File: src/rtl/mem_access_unit.sv
// Load/store unit between the pipeline memory stage and a lane-strobed data memory port.
// Optional macro MEM_ACCESS_SPLIT_EN splits misaligned accesses into two beats instead of flagging them.
module mem_access_unit #(
   parameter int XLEN     = 32,
   parameter int ADDR_W   = 32,
   parameter int MAX_WAIT = 15
) (
   input  logic                clk,
   input  logic                reset,
   input  logic                cpu_req_valid,
   output logic                cpu_req_ready,
   input  logic                cpu_req_we,
   input  logic [1:0]          cpu_req_size,
   input  logic                cpu_req_unsigned,
   input  logic [ADDR_W-1:0]   cpu_req_addr,
   input  logic [XLEN-1:0]     cpu_req_wdata,
   output logic                cpu_rsp_valid,
   output logic [XLEN-1:0]     cpu_rsp_rdata,
   output logic                cpu_rsp_err,
   output logic                mem_req_valid,
   input  logic                mem_req_ready,
   output logic                mem_we,
   output logic [ADDR_W-1:0]   mem_addr,
   output logic [XLEN-1:0]     mem_wdata,
   output logic [XLEN/8-1:0]   mem_wstrb,
   input  logic                mem_rsp_valid,
   input  logic [XLEN-1:0]     mem_rdata
);

   localparam int LANES = XLEN / 8;
   localparam int OFF_W = $clog2(LANES);
   localparam int TW    = (MAX_WAIT > 0) ? $clog2(MAX_WAIT + 1) : 1;
   localparam bit NO_DWORD = (XLEN == 32);

   typedef enum logic [2:0] {IDLE, REQ0, WAIT0, REQ1, WAIT1, RESP} state_t;
   state_t state, state_n;

   logic                we_q, uns_q, err_q;
   logic [1:0]          size_q;
   logic [ADDR_W-1:0]   addr_q;
   logic [XLEN-1:0]     wdata_q, beat0_q, beat1_q;
   logic [TW-1:0]       timer_q;
   logic                accept, set_err, clr_timer, inc_timer, cap0, cap1, timeout;
   logic [OFF_W-1:0]    req_off, off_q;

   assign req_off = cpu_req_addr[OFF_W-1:0];
   assign off_q   = addr_q[OFF_W-1:0];
   assign timeout = (MAX_WAIT > 0) && (timer_q == TW'(MAX_WAIT - 1));

   function automatic logic misaligned(input logic [OFF_W-1:0] off, input logic [1:0] size);
      return (int'(off) + (1 << size)) > LANES;
   endfunction

   function automatic logic [XLEN-1:0] extend(input logic [XLEN-1:0] d, input logic [1:0] size,
                                              input logic uns);
      logic [XLEN-1:0] mask;
      logic            sign;
      mask = '1;
      if ((8 << size) < XLEN) mask = (XLEN'(1) << (8 << size)) - XLEN'(1);
      sign = |(d & (mask ^ (mask >> 1)));
      return (uns || !sign) ? (d & mask) : (d | ~mask);
   endfunction

   always_ff @(posedge clk or negedge reset) begin
      if (!reset) state <= IDLE;
      else        state <= state_n;
   end

   always_comb begin
      state_n   = state;
      accept    = 1'b0;
      set_err   = 1'b0;
      clr_timer = 1'b0;
      inc_timer = 1'b0;
      cap0      = 1'b0;
      cap1      = 1'b0;
      case (state)
         IDLE: begin
            if (cpu_req_valid) begin
               accept = 1'b1;
               if (NO_DWORD && cpu_req_size == 2'd3) begin
                  set_err = 1'b1;
                  state_n = RESP;
`ifdef MEM_ACCESS_SPLIT_EN
               end else begin
                  state_n = REQ0;
               end
`else
               end else if (misaligned(req_off, cpu_req_size)) begin
                  set_err = 1'b1;
                  state_n = RESP;
               end else begin
                  state_n = REQ0;
               end
`endif
            end
         end
         REQ0: if (mem_req_ready) begin
            clr_timer = 1'b1;
            state_n   = WAIT0;
         end
         WAIT0: begin
            if (mem_rsp_valid) begin
               cap0 = !we_q;
`ifdef MEM_ACCESS_SPLIT_EN
               state_n = misaligned(off_q, size_q) ? REQ1 : RESP;
`else
               state_n = RESP;
`endif
            end else if (timeout) begin
               set_err = 1'b1;
               state_n = RESP;
            end else begin
               inc_timer = 1'b1;
            end
         end
         REQ1: if (mem_req_ready) begin
            clr_timer = 1'b1;
            state_n   = WAIT1;
         end
         WAIT1: begin
            if (mem_rsp_valid) begin
               cap1    = !we_q;
               state_n = RESP;
            end else if (timeout) begin
               set_err = 1'b1;
               state_n = RESP;
            end else begin
               inc_timer = 1'b1;
            end
         end
         RESP:    state_n = IDLE;
         default: state_n = IDLE;
      endcase
   end

   always_ff @(posedge clk or negedge reset) begin
      if (!reset) begin
         we_q    <= 1'b0;
         uns_q   <= 1'b0;
         err_q   <= 1'b0;
         size_q  <= '0;
         addr_q  <= '0;
         wdata_q <= '0;
         beat0_q <= '0;
         beat1_q <= '0;
         timer_q <= '0;
      end else begin
         if (accept) begin
            we_q    <= cpu_req_we;
            uns_q   <= cpu_req_unsigned;
            size_q  <= cpu_req_size;
            addr_q  <= cpu_req_addr;
            wdata_q <= cpu_req_wdata;
            err_q   <= set_err;
         end else if (set_err) begin
            err_q <= 1'b1;
         end
         if (clr_timer)      timer_q <= '0;
         else if (inc_timer) timer_q <= timer_q + 1'b1;
         if (cap0) beat0_q <= mem_rdata;
         if (cap1) beat1_q <= mem_rdata;
      end
   end

   // Both beats are carved out of one double-width lane-shifted view of the access.
   logic [2*XLEN-1:0]  wide_wdata;
   logic [2*LANES-1:0] size_mask, wide_strb;
   logic [ADDR_W-1:0]  base;
   logic [XLEN-1:0]    rd_shift;
   logic               beat_hi;

   always_comb begin
      size_mask = '0;
      for (int i = 0; i < 2 * LANES; i++) size_mask[i] = (i < (1 << size_q));
   end

   assign wide_wdata = {{XLEN{1'b0}}, wdata_q} << {off_q, 3'b000};
   assign wide_strb  = size_mask << off_q;
   assign base       = {addr_q[ADDR_W-1:OFF_W], {OFF_W{1'b0}}};
   assign beat_hi    = (state == REQ1);
   assign rd_shift   = XLEN'({beat1_q, beat0_q} >> {off_q, 3'b000});

   assign cpu_req_ready = (state == IDLE) && reset;
   assign mem_req_valid = (state == REQ0) || (state == REQ1);
   assign mem_we        = mem_req_valid && we_q;
   assign mem_addr      = !mem_req_valid ? '0 : (beat_hi ? base + ADDR_W'(LANES) : base);
   assign mem_wdata     = !mem_we ? '0 : (beat_hi ? wide_wdata[2*XLEN-1:XLEN] : wide_wdata[XLEN-1:0]);
   assign mem_wstrb     = !mem_we ? '0 : (beat_hi ? wide_strb[2*LANES-1:LANES] : wide_strb[LANES-1:0]);
   assign cpu_rsp_valid = (state == RESP);
   assign cpu_rsp_err   = (state == RESP) && err_q;
   assign cpu_rsp_rdata = (state == RESP && !err_q && !we_q) ? extend(rd_shift, size_q, uns_q) : '0;

endmodule

File: config.mk
export PLATFORM = sky130hd
export DESIGN_NAME = mem_access_unit
export DESIGN_NICKNAME = d
export VERILOG_FILES = /design/src/rtl/mem_access_unit.sv
export SDC_FILE = /design/constraint.sdc
export NUM_CORES = 1
export LEC_CHECK = 0
export CELL_PAD_IN_SITES_DETAIL_PLACEMENT = 1
export CELL_PAD_IN_SITES_GLOBAL_PLACEMENT = 2
export CORE_ASPECT_RATIO = 1.25
export CORE_MARGIN = 8
export CORE_UTILIZATION = 30
export CTS_CLUSTER_SIZE = 12
export DETAILED_ROUTE_END_ITERATION = 10
export PLACE_DENSITY = 0.89
export SYNTH_ARGS = -nofsm -noshare
export SYNTH_HDL_FRONTEND = slang
export SYNTH_SLANG_ARGS = --single-unit
File: constraint.sdc
create_clock -name clk -period 2.6 [get_ports clk]
set_input_delay 0.52 -clock clk [delete_from_list [all_inputs] [get_ports clk]]
set_output_delay 0.52 -clock clk [all_outputs]
set_load 0.05 [all_outputs]
==> results.yml <==
status:
  status: "finished with violations"
  violations: "negative setup slack"
yosys:
  ys_top_cells_by_area: "dfrtp_1 40%, nand2_1 11%, mux2_2 9.8%"
  synth_commonest_cells: "237 x nand2_1, 132 x dfrtp_1, 71 x mux2_2, 58 x a21oi_1, 40 x mux2i_1"
  yosysTopAreaCell: "dfrtp_1"
  synth-main-ff-cell: "dfrtp_1"
  synth_top_area_share_pct: 40.3
  syn_area_mm2: 0.00819
  ys_seq_elements: 132
  yosysUniqueCellTypes: 59
  syn_inst: 908
  synth_edf_count: 0
  synth_async_sr_flop_share_pct: 100
  synth_most_common_cell: "nand2_1"
  ys.warnings.count: 0
  syn_area_per_cell_um2: 9.02
  yosysSeqAreaShare_pct: 40.3
worst_setup_path:
  critPathLaunchType: "flip-flop"
  slowest_stage: "or4_4"
  rrSetupSlack_ps: 640
  cp-startpoint: "state[2]"
  worstSetupPathDepth: 6
  worstReg2RegEnd: "timer_q[3]"
  critical_path.max_stage_delay_ps: 550
  timing.rr.start: "state[2]"
  path_buf_inv: 2
  crit_family: "simple AND/OR/NAND/NOR gates"
  reg2regPathDepth: 6
  critPathRequiredTime_ps: 2080
  cp-endpoint: "mem_addr[19]"
  cp_max_fo: 15
  cp-end-kind: "output port"
  crit_path_cell_trace: "nand3b_4 > or4_4 > buf_12 > or4_4 > a21oi_4 > buf_12"
  path_class: "flip-flop to output port"
  crit_arrival_ps: 2510
routing:
  antenna_left: 0
  post-route-drc-count: 0
  first_pass_iters: 4
  wirelength_um: 36100
  num_vias: 8246
  routed_via_density: 5.35
  wl_per_cell_um: 23.5
  drtIter0Drc: 389
power_and_ir_drop:
  p_clk_share_pct: 11.8
  power_frac_comb_pct: 66.1
  powerDensity_mw_per_mm2: 1310
  p_leak_nw: 5.89
  seq_power_share_pct: 22.1
  power.share.switching_pct: 47.5
  intPower_w: 0.0101
  ir_drop_uv: 667
  p_sw_w: 0.00917
global_route:
  grt_usage_pct: 20.9
  grt_first_pass_wirelength_um: 53900
  antenna_found_initial: 1
  first_global_vias: 9173
  grt_max_degree: 133
  gr-total-overflow: 0
place:
  dpl_worst_slack_ps: -128
  gp_congestion: 0.824
  port_buffers: 207
  placed_cell_area_mm2: 0.0127
  dp_hpwl_um: 23100
clock_network:
  clockBufferDepth: 2
  clk_latency_ps: 430
  cts_hold_buf: 0
  cts.sinks: 132
  cts_root_buf: "clkbuf_16"
  cts_tree: "built"
  clk_pin_slew_worst_paths_ps: 70
  cts_made_buffers: 17
  h-tree-depth: 4
cells_and_area:
  seq_area_mm2: 0.00331
  nFillCells: 2775
  multi_input_area_mm2: 0.00595
  fin_area_mm2: 0.0147
  fin_nets: 1291
  syn_to_final_growth_pct: 79.8
  drive_above_1_share_pct: 44.9
floorplan:
  dieArea_mm2: 0.0329
  die_height_um: 201
  rows: 67
  ios: 210
  die_w_um: 164
  start_util_pct: 30.5
  coreArea_mm2: 0.0268
sta:
  setup_viol: 79
  tns_ps: -14640
  finalMaxSlewViolations: 0
  fin_crit_sh_pct: 117
  grt_setup_unrepaired: "yes"
  relSlewSlack_pct: 50.4
  period_minus_slack_ps: 3030
  worstMarginPinSlew_ps: 745
  fin_ws_ps: -431
  fmaxAchievable_ghz: 0.330
  finClkSkew_ps: 11.5
  hold_viol: 0
worst_hold_path:
  hold_path_class: "input pin to async pin"
flow_run:
  maxCapViolations: 0
==> placed cells by master (no fill, tap or decap), types with 5 or more instances in the layout <==
cell             synthesis  routed
or4_4                    1      13
nor2b_2                  0       5
and2_4                   0       8
mux2_2                  71      70
a221oi_2                 0       6
o21ai_1                  0       6
nand2_1                237     231
nand2_2                  0       6
o31ai_1                 12       9
inv_6                    0       5
nand4_1                  6       6
xnor2_1                  6       6
mux2i_2                  0       9
a211oi_4                 0      27
clkdlybuf4s50_1          0     103
buf_12                   0     118
buf_4                    3      70
a21oi_4                  0      27
nand3_1                 19      17
nor3_4                   0       9
nor2_1                  31      26
dfrtp_1                132     127
o21ai_0                 30      23
mux4_2                  17      17
mux2i_1                 40      24
mux2i_4                  0       7
clkbuf_16                0      20
o22ai_4                  0       5
inv_1                   17      17
buf_6                    1      20
a21oi_2                  0      20
a21oi_1                 58      11
buf_8                    0       7
nor3_1                  15       6
==> power groups by stage <==
stage / sequential [W] / combinational [W] / clock [W]
2_1_floorplan: 0.00369 / 0.00668 / 0
3_3_place_gp: 0.00401 / 0.0100 / 0
3_5_place_dp: 0.00410 / 0.0103 / 0
4_1_cts: 0.00411 / 0.0120 / 0.00233
5_1_grt: 0.00438 / 0.0134 / 0.00242
6_report: 0.00426 / 0.0128 / 0.00228
==> metal layers <==
| metal | wire length [um] | GRT usage, % |
|---|---|---|
| met1 | 14000 | 24.5 |
| met4 | 1180 | 8.33 |
| met5 | 0 | 0 |
| met2 | 19100 | 36.6 |
| met3 | 1790 | 4.06 |
==> registers in the layout, indices dropped and copies added (netlist names) <==
| name | count |
|---|---|
| addr_q | 32 |
| beat1_q | 24 |
| state | 3 |
| timer_q | 4 |
| we_q | 1 |
| uns_q | 1 |
| wdata_q | 32 |
| beat0_q | 32 |
| err_q | 1 |
| size_q | 2 |
==> worst register-to-register path: stages (launching register included) <==
cell and delay (ps):
dfrtp_1 380, buf_4 190, nand2b_2 210, inv_1 350, nand2_1 240, mux2_2 320
a21o_1 170
==> what timing repair did <==
action | CTS | global route
gates cloned | 4 | 2
gates resized for setup | 143 | 67
pin swaps | 42 | 31
setup buffers | 29 | 21
setup endpoints to repair | 77 | 89
==> worst min path at each step <==
stage | start | slack [ps] | cells after the start | to
3_3_place_gp | beat1_q[14] | 480 | 1 | beat1_q[14]
6_report | reset | 250 | 2 | wdata_q[13]
5_1_grt | reset | 280 | 2 | wdata_q[13]
2_1_floorplan | reset | 220 | 0 | addr_q[0]
3_5_place_dp | beat1_q[14] | 490 | 1 | beat1_q[14]
4_1_cts | reset | 290 | 2 | wdata_q[31]
==> cell type report <==
| type | instances | area share (%) |
|---|---|---|
| well taps | 345 | 2.93 |
| diodes | 1 | 0.0170 |
| inverters | 19 | 0.535 |
| repair buffers | 324 | 29.9 |
| clock buffers | 19 | 3.01 |
| multi-input cells | 687 | 40.4 |
| flip-flops and latches | 132 | 22.5 |
| clock inverters | 13 | 0.688 |
==> per-stage QoR <==
step	std cells	util [%]	hold WS [ps]	power [W]
2_1_floorplan	909	-	224	0.0104
3_3_place_gp	1456	47.4	483	0.0140
3_5_place_dp	1456	47.4	493	0.0144
4_1_cts	1521	53.4	293	0.0185
5_1_grt	1539	54.9	279	0.0202
6_report	1540	54.9	248	0.0193
==> logic make-up (layout without fill, tap and decap cells) <==
| kind of cell | count (synthesis) | in the layout | synth area share [%] |
|---|---|---|---|
| simple gates | 380 | 380 | 21.4 |
| fa+ha+maj | 5 | 5 | 0.855 |
| flops | 132 | 132 | 40.3 |
| compound gates | 162 | 162 | 12.2 |
| xor+xnor | 10 | 10 | 1.07 |
| buf+inv | 90 | 375 | 4.69 |
| mux | 128 | 128 | 19.3 |
| other cells | 1 | 3 | 0.0458 |
Note: power is estimated with default switching activity, not from simulation.
